==> src/rtl/arch_out_tx.sv <==
`default_nettype none
// ============================================================================
// Module      : arch_out_tx
// Description : Byte FIFO feeding an 8N1 serial transmitter (LSB first).
// Revision    : 1.0 - initial release
// ============================================================================
module arch_out_tx #(
    parameter int DEPTH        = 8,
    parameter int CLKS_PER_BIT = 16
) (
    input  logic                     clk,
    input  logic                     rst,
    input  logic                     out_en,
    input  logic [7:0]               out_value,
    output logic                     tx,
    output logic                     busy,
    output logic [$clog2(DEPTH):0]   fifo_count,
    output logic                     overflow
);

    localparam int c_AW = $clog2(DEPTH);
    localparam int c_CW = $clog2(CLKS_PER_BIT);
    localparam logic [c_AW:0]   c_FULL     = (c_AW + 1)'(DEPTH);
    localparam logic [c_CW-1:0] c_BIT_LAST = c_CW'(CLKS_PER_BIT - 1);

    localparam logic [1:0] c_ST_IDLE  = 2'd0;
    localparam logic [1:0] c_ST_START = 2'd1;
    localparam logic [1:0] c_ST_DATA  = 2'd2;
    localparam logic [1:0] c_ST_STOP  = 2'd3;

    logic [7:0]      r_mem [DEPTH];
    logic [c_AW-1:0] r_wr_ptr;
    logic [c_AW-1:0] r_rd_ptr;
    logic [c_AW:0]   r_count;
    logic            r_overflow;

    logic [1:0]      r_state;
    logic            r_tx;
    logic [7:0]      r_shift;
    logic [c_CW-1:0] r_cyc;
    logic [2:0]      r_bit;

    logic [1:0]      w_state_nxt;
    logic            w_tx_nxt;
    logic [7:0]      w_shift_nxt;
    logic [c_CW-1:0] w_cyc_nxt;
    logic [2:0]      w_bit_nxt;

    logic w_pop;
    logic w_push;
    logic w_bit_end;

    // A pop frees a slot on the same edge, so a full FIFO still accepts then.
    assign w_pop     = (r_state == c_ST_IDLE) && (r_count != '0);
    assign w_push    = out_en && ((r_count != c_FULL) || w_pop);
    assign w_bit_end = (r_cyc == c_BIT_LAST);

    always_ff @(posedge clk) begin
        if (rst) begin
            r_wr_ptr   <= '0;
            r_rd_ptr   <= '0;
            r_count    <= '0;
            r_overflow <= 1'b0;
        end else begin
            if (w_push) r_wr_ptr <= r_wr_ptr + c_AW'(1);
            if (w_pop)  r_rd_ptr <= r_rd_ptr + c_AW'(1);
            case ({w_push, w_pop})
                2'b10:   r_count <= r_count + (c_AW + 1)'(1);
                2'b01:   r_count <= r_count - (c_AW + 1)'(1);
                default: r_count <= r_count;
            endcase
            if (out_en && !w_push) r_overflow <= 1'b1;
        end
    end

    always_ff @(posedge clk) begin
        if (!rst && w_push) r_mem[r_wr_ptr] <= out_value;
    end

    always_comb begin
        w_state_nxt = r_state;
        w_tx_nxt    = r_tx;
        w_shift_nxt = r_shift;
        w_cyc_nxt   = r_cyc;
        w_bit_nxt   = r_bit;
        case (r_state)
            c_ST_IDLE: begin
                w_tx_nxt = 1'b1;
                if (w_pop) begin
                    w_shift_nxt = r_mem[r_rd_ptr];
                    w_cyc_nxt   = '0;
                    w_bit_nxt   = '0;
                    w_state_nxt = c_ST_START;
                    w_tx_nxt    = 1'b0;
                end
            end
            c_ST_START: begin
                if (w_bit_end) begin
                    w_cyc_nxt   = '0;
                    w_state_nxt = c_ST_DATA;
                    w_tx_nxt    = r_shift[0];
                end else begin
                    w_cyc_nxt = r_cyc + c_CW'(1);
                end
            end
            c_ST_DATA: begin
                if (w_bit_end) begin
                    w_cyc_nxt = '0;
                    if (r_bit == 3'd7) begin
                        w_state_nxt = c_ST_STOP;
                        w_tx_nxt    = 1'b1;
                    end else begin
                        // Next bit is presented straight from the shifter.
                        w_bit_nxt   = r_bit + 3'd1;
                        w_shift_nxt = r_shift >> 1;
                        w_tx_nxt    = r_shift[1];
                    end
                end else begin
                    w_cyc_nxt = r_cyc + c_CW'(1);
                end
            end
            c_ST_STOP: begin
                if (w_bit_end) begin
                    w_cyc_nxt   = '0;
                    w_state_nxt = c_ST_IDLE;
                    w_tx_nxt    = 1'b1;
                end else begin
                    w_cyc_nxt = r_cyc + c_CW'(1);
                end
            end
            default: begin
                w_state_nxt = c_ST_IDLE;
                w_tx_nxt    = 1'b1;
            end
        endcase
    end

    always_ff @(posedge clk) begin
        if (rst) begin
            r_state <= c_ST_IDLE;
            r_tx    <= 1'b1;
            r_shift <= '0;
            r_cyc   <= '0;
            r_bit   <= '0;
        end else begin
            r_state <= w_state_nxt;
            r_tx    <= w_tx_nxt;
            r_shift <= w_shift_nxt;
            r_cyc   <= w_cyc_nxt;
            r_bit   <= w_bit_nxt;
        end
    end

    assign tx         = r_tx;
    assign busy       = (r_state != c_ST_IDLE) || (r_count != '0);
    assign fifo_count = r_count;
    assign overflow   = r_overflow;

endmodule
`default_nettype wire

==> config.mk <==
export PLATFORM = sky130hd
export DESIGN_NAME = arch_out_tx
export DESIGN_NICKNAME = d
export VERILOG_FILES = /design/src/rtl/arch_out_tx.sv
export SDC_FILE = /design/constraint.sdc
export NUM_CORES = 1
export LEC_CHECK = 0
export BUFFER_PORTS_ARGS = -buffer_cell sky130_fd_sc_hd__buf_4
export CAP_MARGIN = 20
export CORE_UTILIZATION = 45
export DETAILED_ROUTE_END_ITERATION = 7
export GPL_TIMING_DRIVEN = 0
export SLEW_MARGIN = 20
export SYNTH_ARGS = -nofsm -noshare
export SYNTH_HDL_FRONTEND = slang
export SYNTH_SLANG_ARGS = --single-unit
==> constraint.sdc <==
create_clock -name clk -period 2.9 [get_ports clk]
set_clock_uncertainty 0.2 [all_clocks]
set_input_delay 0.435 -clock clk [delete_from_list [all_inputs] [get_ports clk]]
set_output_delay 0.435 -clock clk [all_outputs]
set_load 0.01 [all_outputs]
# == After elaboration in Yosys (flattened, before gate mapping) ==
# Memory sizes are Yosys's and may differ from the RTL's. A register that Yosys moved wholly into a read port is not among the register bits.
# Cells that the tools add are included.
# totals
mem_bits_ro,0
memories,1
ram_bits,64
register_bits,29
elab_cells,75
latchBits,0
# mem_list
name,words,width,read_ports,rd_ports_with_merged_regs,wr,line,rtl
r_mem,8,8,1,1,1,31,logic [7:0] r_mem [DEPTH];
# op_classes
eq_ne,14
mul,0
n_div,0
shift,0
n_bitwise,0
order_cmp,0
n_addsub,6
mux,28
n_reduce_logical,17
# ops
cell,count
$mux 8,3
$pmux 4 s2,2
$pmux 8 s2,1
$mux 3,5
$ne 2x2->1 const B,6
$mux 2,5
$add 3x1->3 const B,3
$add 4x1->4 const B,2
$mux 4,2
$pmux 2 s4,1
$mux 1,7
$eq 2x2->1 const B,3
$pmux 3 s2,1
$reduce_bool 2->1,3
$reduce_and 5->1,1
$eq 2x1->1 const B,2
$eq 4x4->1 const B,1
$logic_and 1x1->1,4
$ne 4x4->1 const B,1
$pmux 1 s4,1
$reduce_and 4->1,1
$reduce_bool 4->1,1
$sub 4x1->4 const B,1
$eq 3x3->1 const B,1
5 further kinds,7

# == Longest topological paths before layout ==
# logic_depth
depth_word,7
mapped_depth,11

# == Worst setup path before layout ==
# OpenSTA, ideal clock, no wires.
# synth_path
path_kind,reg2reg
from,register r_state[0]
to,"memory r_mem[2][0], enable pin"
synth_period_minus_slack_ns,2.591
slack_ns,0.309
arrival_ns,1.993
stages_incl_launch_ff,7
t_required_ns,2.302
cell_sequence,dfxtp_1 > inv_1 > ha_1 > nand2b_1 > o21a_2 > nand2b_1 > nor4b_1
# synth_between
elab_chain_cells,7
# synth_lines
element,line,rtl
start: declaration,37,logic [1:0] r_state;
start signal: assignment,140,r_state <= c_ST_IDLE;
start signal: assignment,146,r_state <= w_state_nxt;
$logic_not 2->1,54,assign w_pop = (r_state == c_ST_IDLE) && (r_count != '0);
$logic_and 1x1->1,54,
$logic_or 1x1->1,55,assign w_push = out_en && ((r_count != c_FULL) || w_pop);
$logic_and 1x1->1,55,
$logic_and 1x1->1,77,if (!rst && w_push) r_mem[r_wr_ptr] <= out_value;
$mux 1,77,
$mux 1 (implied by the code),77,
end: declaration,31,
# Every way passes these cells.

# == Worst setup path in the final report ==
# layout_path
from,register r_state[0]
to,"register r_count[3], in the netlist fifo_count[3]"
# layout_between
elab_chain_cells,6
# layout_lines
element,line,rtl
$logic_not 2->1 (*),54,
$logic_and 1x1->1 (*),54,
$logic_or 1x1->1,55,
$logic_and 1x1->1,55,
$eq 2x1->1 or $eq 2x2->1 (tied branches),67,"case ({w_push, w_pop})"
$pmux 4 s2 or $reduce_bool 2->1 (tied branches),n/a,
end signal: assignment,68,2'b10: r_count <= r_count + (c_AW + 1)'(1);
end signal: assignment,69,2'b01: r_count <= r_count - (c_AW + 1)'(1);
end signal: assignment,70,default: r_count <= r_count;
end: declaration,34,logic [c_AW:0] r_count;
# Every way passes the cells marked *; elsewhere a longest branch is shown, timed or not.
# A chain may end at the register's enable or synchronous reset.

==> results.json <==
{
  "syn_nets": 312,
  "synth_top_family_by_area": "multiplexers",
  "violations": "DRC",
  "slowest_stage": "a2111oi_0",
  "vias": 2513,
  "dpl.hpwl_um": 5420,
  "final.fill_count": 722,
  "fin_nets": 346,
  "cp.required_ns": 3.01,
  "routabilityCongestion": 0.717,
  "fp.dieH_um": 98.0,
  "critical_path_buf_inv_count": 3,
  "synth_mux_area_frac": 0.116,
  "cts_buffer_depth": 2,
  "netlist.area_leader.share": 0.463,
  "grt_pass1_vias": 2447,
  "syn-cell-area_um2": 4150,
  "layout_common_cells": "edfxtp_1, dfxtp_1, buf_4, nor2_1, mux4_2",
  "max_freq_mhz": 374,
  "cts_inserted_buffers": 9,
  "crit_family": "compound AO/OA/AOI/OAI gates",
  "rows": 34,
  "rsz0062_at_grt": "false",
  "max_slew.worst_pin.slew_ns": 0.982,
  "synth_edf_count": 64,
  "h-tree-depth": 3,
  "cts_tree": "done",
  "critPathLaunchType": "register",
  "worst-r2r-cell-count": 11,
  "overflow": 0,
  "mostFrequentLayoutCell": "edfxtp_1",
  "port-buffer-count": 17,
  "cp-startpoint": "r_state[0]",
  "tns_ns": 0,
  "cts_resized": 0,
  "slowest_delay_ns": 0.40,
  "multi_input_area_um2": 1490,
  "finalHoldViolations": 0,
  "routed_wl_um": 8030,
  "place_area_um2": 4490,
  "setup_violations": 0,
  "yosys_warnings": 0,
  "area_growth_pct": 12.7,
  "insertedDiodeCount": 0,
  "synth_xor_area_frac": 0.0106,
  "finalMaxSlewViolations": 0,
  "leakage_nw": 1.58,
  "r2r_end": "fifo_count[3]",
  "reg2reg_from": "r_state[0]",
  "path_common_cell": "ha_1",
  "cts_hold_buf": 0,
  "synthCells": 289,
  "path_clk_slew_ns": 0.10,
  "firstDrtPassIters": 7,
  "root_buffer": "clkbuf_8",
  "start_util": 0.471,
  "die_area_um2": 9600,
  "drtIter0Drc": 161,
  "path_cells": "inv_1, ha_1, buf_2, o41a_4, nand2_2, inv_2, ha_1, a21o_1, a2111oi_0, a22oi_1, nand3_1",
  "drive_gt1_frac": 0.244,
  "crit_cells": 11,
  "fin_area_um2": 4670,
  "syn_avg_cell_area_um2": 14.3,
  "final_antenna_net_count": 0,
  "die_w_um": 98.0,
  "regArea_um2": 2560,
  "hold_class": "input pin to register",
  "finalPower_mw": 3.89,
  "synthSimpleGateAreaFrac": 0.108,
  "yosysTopAreaCell": "edfxtp_1",
  "finalCriticalPeriod_ns": 2.67,
  "r2r_setup_slack_ns": 0.23,
  "antenna_found_initial": 0,
  "synth_compound_area_frac": 0.0782,
  "ys.flop_type": "edfxtp_1",
  "ys_seq_area_frac": 0.618,
  "synth.area.top_cells": "edfxtp_1, dfxtp_1, mux4_2, ha_1, mux2i_1",
  "slew_headroom": 0.343,
  "fin_crit_sh": 0.921,
  "cap_violations": 0,
  "crit_type": "register to register",
  "synth-seq-cells": 96,
  "powerDensity_nw_per_um2": 832,
  "viasPerCell": 5.76,
  "cp-endpoint": "fifo_count[3]",
  "grt_usage": 0.176,
  "async_reset_ff_frac": 0,
  "clk_latency_ns": 0.36,
  "ioPinCount": 18,
  "coreArea_um2": 8810,
  "status": "finished with violations",
  "drc": 2,
  "grt_max_degree": 19,
  "synth_fa_ha_area_frac": 0.0380,
  "arrival_ns": 2.78,
  "crit_fanout": 10,
  "grt_pass1_wl_um": 12700,
  "postCtsSetupBuffers": 0,
  "ir_worst_vdd_v": 0.000451,
  "whs_ns": 0.0981,
  "cts.sink_count": 96,
  "cp-end-kind": "register",
  "ys_types": 56,
  "avgRoutedWirePerCell_um": 18.4
}
## through the flow
step,util,std cells,setup slack [ns]
floorplan,-,289,0.309
global placement,0.501,414,-0.973
detailed placement,0.510,420,0.0450
CTS,0.531,436,0.217
global route,0.531,436,0.00176
finish,0.531,436,0.229
## Yosys cell counts (3+ instances only)
| cell | count |
|---|---|
| nor4_1 | 3 |
| or4_1 | 6 |
| inv_1 | 10 |
| edfxtp_1 | 64 |
| o21ai_0 | 5 |
| mux2i_1 | 11 |
| nor2b_1 | 3 |
| buf_2 | 3 |
| a211oi_1 | 3 |
| mux4_2 | 16 |
| clkbuf_1 | 6 |
| nand2b_1 | 9 |
| ha_1 | 11 |
| nor2_1 | 18 |
| xor2_1 | 3 |
| nand3_1 | 3 |
| o221ai_1 | 5 |
| nor4b_1 | 4 |
| nand4b_1 | 3 |
| nand2_1 | 14 |
| dfxtp_1 | 32 |
| nand4_1 | 3 |
| a21oi_1 | 10 |
| a21o_1 | 3 |
## flip-flops by register name (all words and copies together) (netlist names), named ones only
register and count:
r_wr_ptr 3, overflow 1, r_mem 64, r_state 2, r_rd_ptr 3, r_cyc 4, tx 1, fifo_count 4
r_shift 8, r_bit 3
## worst min path at each step
stage,start,end,depth (start not counted)
detailed placement,overflow,overflow,2
floorplan,r_shift[0],r_shift[0],2
finish,out_value[6],r_mem[3][6],1
global route,out_value[4],r_mem[6][4],1
CTS,out_value[4],r_mem[6][4],1
global placement,overflow,overflow,2
## power by group
part | total (mW) | switching, mW | internal [mW]
registers | 1.72 | 0.112 | 1.60
clock network | 0.839 | 0.509 | 0.330
logic | 1.33 | 0.736 | 0.597
total | 3.89 | 1.36 | 2.53
## per-layer routing
layer  global-route usage  wire [um]  part of all wire
met1                0.232       3630              0.45
met2                0.292       3880              0.48
met3               0.0351        354             0.044
met4               0.0594        169             0.021
met5                    0          0                 0
## kinds of logic after synthesis
family | count (synthesis)
muxes | 28
xor gates and xnor gates | 5
and+or+nand+nor | 78
adders and majority gates | 12
DFF | 96
AOI/OAI and AO/OA | 43
buffers and inverters | 27
## worst reg2reg max path, stage by stage (launching register included)
cell and delay (ns):
dfxtp_1 0.36, inv_1 0.09, ha_1 0.19, buf_2 0.25
o41a_4 0.26, nand2_2 0.11, inv_2 0.09, ha_1 0.22
a21o_1 0.19, a2111oi_0 0.40, a22oi_1 0.16, nand3_1 0.10
## cell type report
type	instances	share of cell area
multi-input cells	166	0.319
clock inverters	7	0.0131
clock buffers	9	0.0265
repair buffers	23	0.0359
inverters	11	0.00884
flip-flops and latches	96	0.548
well taps	108	0.0289
plain buffers	16	0.0190
Power figures use the tool's default switching activity.
